$ cat src/rtl/mips_multicycle_ctrl.sv
// Multi-cycle MIPS control FSM: sequences PC/IR/ALU/memory/register-file strobes with bounded memory waits and a sticky trap.
// Optional retired-instruction counter enabled by defining MIPS_CTRL_RETIRE_CNT_EN.
module mips_multicycle_ctrl #(
  parameter int MEM_TIMEOUT = 15,
  parameter int CNT_W       = 8
) (
  input  logic       clk,
  input  logic       reset,
  input  logic [5:0] opcode,
  input  logic [5:0] funct,
  input  logic       zero,
  input  logic       mem_ready,
  output logic       PCWrite,
  output logic       PCWriteCond,
  output logic       IorD,
  output logic       MemRead,
  output logic       MemWrite,
  output logic       IRWrite,
  output logic       MemtoReg,
  output logic       RegDst,
  output logic       RegRead,
  output logic       RegWrite,
  output logic       ALUSrcA,
  output logic [1:0] ALUSrcB,
  output logic [1:0] ALUOp,
  output logic [1:0] PCSource,
  output logic [3:0] state,
  output logic       trap,
  output logic [1:0] trap_cause
`ifdef MIPS_CTRL_RETIRE_CNT_EN
  ,
  output logic [31:0] retired
`endif
);

  typedef enum logic [3:0] {
    FETCH     = 4'd0,
    DECODE    = 4'd1,
    MEM_ADDR  = 4'd2,
    MEM_RD    = 4'd3,
    MEM_WB    = 4'd4,
    MEM_WR    = 4'd5,
    R_EXEC    = 4'd6,
    R_WB      = 4'd7,
    BRANCH    = 4'd8,
    JUMP      = 4'd9,
    ADDI_EXEC = 4'd10,
    ADDI_WB   = 4'd11,
    TRAP      = 4'd12
  } state_t;

  state_t             state_q, state_d;
  logic [CNT_W-1:0]   wait_cnt;
  logic               timeout;
  logic               wait_now, wait_next;

  // funct is decoded by the ALU control and zero gates PCWriteCond in the datapath
  logic unused_inputs;
  assign unused_inputs = ^{funct, zero};

  assign state     = state_q;
  assign wait_now  = (state_q == FETCH) || (state_q == MEM_RD) || (state_q == MEM_WR);
  assign wait_next = (state_d == FETCH) || (state_d == MEM_RD) || (state_d == MEM_WR);

  always_ff @(posedge clk) begin
    if (reset) begin
      state_q    <= FETCH;
      wait_cnt   <= '0;
      trap       <= 1'b0;
      trap_cause <= 2'b00;
    end else begin
      state_q <= state_d;
      if (wait_next && (state_d != state_q))
        wait_cnt <= '0;
      else if (wait_now && !mem_ready)
        wait_cnt <= wait_cnt + 1'b1;
      if ((state_d == TRAP) && (state_q != TRAP)) begin
        trap       <= 1'b1;
        trap_cause <= timeout ? 2'b10 : 2'b01;
      end
    end
  end

`ifdef MIPS_CTRL_RETIRE_CNT_EN
  always_ff @(posedge clk) begin
    if (reset)
      retired <= '0;
    else if ((state_d == FETCH) &&
             ((state_q == MEM_WB) || (state_q == MEM_WR) || (state_q == R_WB) ||
              (state_q == BRANCH) || (state_q == JUMP) || (state_q == ADDI_WB)))
      retired <= retired + 32'd1;
  end
`endif

  always_comb begin
    state_d = state_q;
    timeout = 1'b0;
    case (state_q)
      FETCH: begin
        if (mem_ready) state_d = DECODE;
        else if (wait_cnt == CNT_W'(MEM_TIMEOUT)) begin
          state_d = TRAP;
          timeout = 1'b1;
        end
      end
      DECODE: begin
        case (opcode)
          6'b000000:           state_d = R_EXEC;
          6'b100011, 6'b101011: state_d = MEM_ADDR;
          6'b000100:           state_d = BRANCH;
          6'b000010:           state_d = JUMP;
          6'b001000:           state_d = ADDI_EXEC;
          default:             state_d = TRAP;
        endcase
      end
      MEM_ADDR:  state_d = (opcode == 6'b100011) ? MEM_RD : MEM_WR;
      MEM_RD: begin
        if (mem_ready) state_d = MEM_WB;
        else if (wait_cnt == CNT_W'(MEM_TIMEOUT)) begin
          state_d = TRAP;
          timeout = 1'b1;
        end
      end
      MEM_WR: begin
        if (mem_ready) state_d = FETCH;
        else if (wait_cnt == CNT_W'(MEM_TIMEOUT)) begin
          state_d = TRAP;
          timeout = 1'b1;
        end
      end
      MEM_WB:    state_d = FETCH;
      R_EXEC:    state_d = R_WB;
      R_WB:      state_d = FETCH;
      BRANCH:    state_d = FETCH;
      JUMP:      state_d = FETCH;
      ADDI_EXEC: state_d = ADDI_WB;
      ADDI_WB:   state_d = FETCH;
      TRAP:      state_d = TRAP;
      default:   state_d = TRAP;
    endcase
  end

  always_comb begin
    PCWrite     = 1'b0;
    PCWriteCond = 1'b0;
    IorD        = 1'b0;
    MemRead     = 1'b0;
    MemWrite    = 1'b0;
    IRWrite     = 1'b0;
    MemtoReg    = 1'b0;
    RegDst      = 1'b0;
    RegRead     = 1'b0;
    RegWrite    = 1'b0;
    ALUSrcA     = 1'b0;
    ALUSrcB     = 2'b00;
    ALUOp       = 2'b00;
    PCSource    = 2'b00;
    if (!reset) begin
      case (state_q)
        FETCH: begin
          MemRead = 1'b1;
          ALUSrcB = 2'b01;
          IRWrite = mem_ready;
          PCWrite = mem_ready;
        end
        DECODE: begin
          RegRead = 1'b1;
          ALUSrcB = 2'b11;
        end
        MEM_ADDR: begin
          ALUSrcA = 1'b1;
          ALUSrcB = 2'b10;
        end
        MEM_RD: begin
          MemRead = 1'b1;
          IorD    = 1'b1;
        end
        MEM_WB: begin
          RegWrite = 1'b1;
          MemtoReg = 1'b1;
        end
        MEM_WR: begin
          MemWrite = 1'b1;
          IorD     = 1'b1;
        end
        R_EXEC: begin
          ALUSrcA = 1'b1;
          ALUOp   = 2'b10;
        end
        R_WB: begin
          RegWrite = 1'b1;
          RegDst   = 1'b1;
        end
        BRANCH: begin
          ALUSrcA     = 1'b1;
          ALUOp       = 2'b01;
          PCWriteCond = 1'b1;
          PCSource    = 2'b01;
        end
        JUMP: begin
          PCWrite  = 1'b1;
          PCSource = 2'b10;
        end
        ADDI_EXEC: begin
          ALUSrcA = 1'b1;
          ALUSrcB = 2'b10;
        end
        ADDI_WB:   RegWrite = 1'b1;
        default: ;
      endcase
    end
  end

endmodule

$ cat config.mk
export PLATFORM = sky130hd
export DESIGN_NAME = mips_multicycle_ctrl
export DESIGN_NICKNAME = d
export VERILOG_FILES = /design/src/rtl/mips_multicycle_ctrl.sv
export SDC_FILE = /design/constraint.sdc
export NUM_CORES = 1
export LEC_CHECK = 0
export CELL_PAD_IN_SITES_DETAIL_PLACEMENT = 2
export CELL_PAD_IN_SITES_GLOBAL_PLACEMENT = 2
export CORE_ASPECT_RATIO = 0.5
export CORE_MARGIN = 2
export CORE_UTILIZATION = 23
export DETAILED_ROUTE_END_ITERATION = 6
export GPL_ROUTABILITY_DRIVEN = 0
export PLACE_DENSITY_LB_ADDON = 0.2
export SYNTH_ARGS = -nofsm -noshare
export SYNTH_HDL_FRONTEND = slang
export SYNTH_SLANG_ARGS = --single-unit
$ cat constraint.sdc
create_clock -name clk -period 2.5 [get_ports clk]
set_input_delay 0.75 -clock clk [delete_from_list [all_inputs] [get_ports clk]]
set_output_delay 0.75 -clock clk [all_outputs]
set_load 0.02 [all_outputs]
==> results of run 1 <==
-- state kept, by name, summed over array words and instances, names as in the netlist --
signal and cells:
state 4, trap 1, trap_cause 2, wait_cnt 8
-- power groups by stage --
stage,clock (W),sequential [W],combinational (W)
floorplan,0,0.000287,0.000284
global placement,0,0.000284,0.000506
detailed placement,0,0.000285,0.000519
CTS,0.000214,0.000281,0.000549
global route,0.000221,0.000284,0.000626
finish,0.000205,0.000281,0.000576
-- layer usage --
metal  GRT usage  up-vias  share of wire
met3      0.0258        2          0.022
met2       0.279       27           0.47
met5           0        -              0
met1       0.235      701           0.50
li1            -      688              -
met4      0.0297        0         0.0038
-- final cells by class --
cell class	instances	area [µm²]
multi-input combinational	125	965
sequential	15	303
timing repair buffer	61	546
fill	566	3060
tap	70	87.6
clock buffer	3	41.3
clock inverter	1	5.00
inverter	4	15.0
-- Yosys cell counts, drive strengths merged --
cell type	number
nor2b	3
or3	2
nor3	10
or2	2
o21ba	1
o221ai	1
mux2i	1
nand2b	4
clkbuf	5
nor3b	2
inv	4
xnor2	5
nor4	3
a31oi	1
o22ai	1
xor2	5
a21oi	7
o21ai	3
o31ai	2
and2	1
o21bai	1
a22o	1
buf	10
dfxtp	15
a211oi	3
nand2	13
o32a	2
a2111oi	1
o211a	1
a21o	3
nor4b	1
o2111a	2
nor2	21
a311oi	8
and4b	1
a221oi	2
and3	5
nor4bb	1
nand4	4
ha	1
-- worst register-to-register path, cell delays in order, from the launching register on --
cell and delay (ps):
dfxtp_1 390, ha_1 230, and4b_1 360, a21oi_1 110
o32a_1 260, o211a_4 190, or3_4 400, a221oi_2 230
-- final timing paths --
check	startpoint	endpoint	slack [ps]	depth (start not counted)
worst min register to register	trap	trap	450	2
worst max-delay path	state[2]	IorD	140	4
worst max register to register	wait_cnt[0]	trap_cause[0]	250	7
worst min-delay path	trap	trap	450	2
-- through the flow --
step / setup slack [ps] / setup TNS, ps / hold WS [ps]
after floorplan: 5.33 / 0 / 522
after global placement: -655 / -14560 / 437
after detailed placement: -696 / -15520 / 444
after CTS: -42.9 / -107 / 459
after global routing: 18.3 / 0 / 492
final: 136 / 0 / 452
-- timing repair --
action | CTS | global route
endpoints found under the setup margin | 28 | 26
resized for setup | 76 | 25
pin swaps | 2 | 9
setup buffers | 2 | 0
-- cell families (layout without fill, tap and decap cells) --
group / Yosys count / in the layout / share of synthesized area
muxes: 1 / 1 / 0.00816
buffers and inverters: 19 / 69 / 0.0846
AOI/OAI and AO/OA: 40 / 40 / 0.268
xor gates and xnor gates: 10 / 10 / 0.0775
adders and majority gates: 1 / 1 / 0.0102
and+or+nand+nor: 73 / 73 / 0.307
DFF: 15 / 15 / 0.245
==> impl_metrics.ini, run 1 <==
[route]
wl_per_cell_um = 17.9
firstDrtPassIters = 4
ant_nets = 0
vias = 1418
drt_iter0_drc = 68
wl_um = 4980
drc = 0
avgViaCountPerCell = 5.08

[final_layout]
drive_gt1_frac = 0.397
final_core_util = 0.391
layout_commonest_cell = buf_4
postLayoutCellArea_mm2 = 0.00196
stdcell_count = 279
nets = 227
antennaDiodeCount = 0
syn_to_final_growth_pct = 59.8
final_cell_mix = buf_4, nor2_1, nand2_1, dfxtp_1, clkdlybuf4s15_2

[die]
initial_core_util = 0.244
dieArea_mm2 = 0.00597
core-area_mm2 = 0.00502
rows = 18
die_h_um = 55.7
ios = 40
die_x_um = 107

[clocking]
ctsLongestPathBuffers = 2
cts_sinks = 15
h-tree-depth = 1
cts.clk_slew.worst_paths_ps = 70
root_buffer = clkbuf_8
postCtsHoldBufs = 0
cts_buffers = 3
clk_latency_ps = 250
cts_tree = built

[power_and_ir_drop]
switchingPower_w = 0.000435
p_int_w = 0.000627
pwr_density_cell_mw_per_mm2 = 542
leakage_nw = 0.804
p_sw_frac = 0.410
total_power_w = 0.00106
peakVddDrop_mv = 0.250
seq_power_share = 0.265
combPwrFrac = 0.542
pwr-share-clk = 0.193

[timing]
maxSlewViolCount = 0
tightest_slew_ps = 442
rsz0062_at_grt = false
slew_headroom = 0.703
min_period_over_period = 0.946
fmax_ghz = 0.423
clock_skew_ps = 2.65
finalSetupViolations = 0
finalHoldViolations = 0
period_minus_slack_ps = 2360

[synthesis]
avgSynthCellArea_um2 = 7.72
postSynthCellCount = 159
ys_seq_area_frac = 0.245
synth-seq-cells = 15
yosys_warnings = 0
synth_top_area_frac = 0.245
synthesis.area_mm2 = 0.00123
ys_top_cells_by_area = dfxtp_1, nor2_1, a311oi_1
syn_nets = 176
synth_cell_types = 50
yosysTopAreaCell = dfxtp_1

[place]
dp_cells = 273
io_buffers = 32
placed_cell_area_mm2 = 0.00177
dpl.hpwl_um = 3630

[global_routing]
grt_first_pass_wirelength_um = 7860
antenna_found_initial = 0
overflow = 0
grt_start_max_net_pins = 16
grt_pass1_vias = 1471
grtUsageTotal = 0.169

[worst_setup_path]
critPathRequiredTime_ps = 1750
slowest_delay_ps = 460
path_buf_inv = 2
crit_chain = buf_4 > xor2_1 > and3_1 > dlygate4sd2_1
cpMaxStageDelayCell = dfxtp_1
critPathArrivalTime_ps = 1610
crit_type = flop to output port
cp_max_fo = 10
end_kind = output port
crit_family = buffers and inverters
start_kind = flop

[min_path]
hp-class = flop to flop

[job]
maxCapViolations = 0

[run_status]
status = finished clean
No activity file was read; power rests on OpenSTA's default activity.
==> run 2: changes to the inputs <==
--- a/config.mk
+++ b/config.mk
@@ -13,6 +13,8 @@
 export DETAILED_ROUTE_END_ITERATION = 6
 export GPL_ROUTABILITY_DRIVEN = 0
 export PLACE_DENSITY_LB_ADDON = 0.2
+export SLEW_MARGIN = 0
 export SYNTH_ARGS = -nofsm -noshare
 export SYNTH_HDL_FRONTEND = slang
 export SYNTH_SLANG_ARGS = --single-unit
+export TNS_END_PERCENT = 100
==> results of run 2 <==
The final DEF is identical to that of run 1; final timing and power are the same.
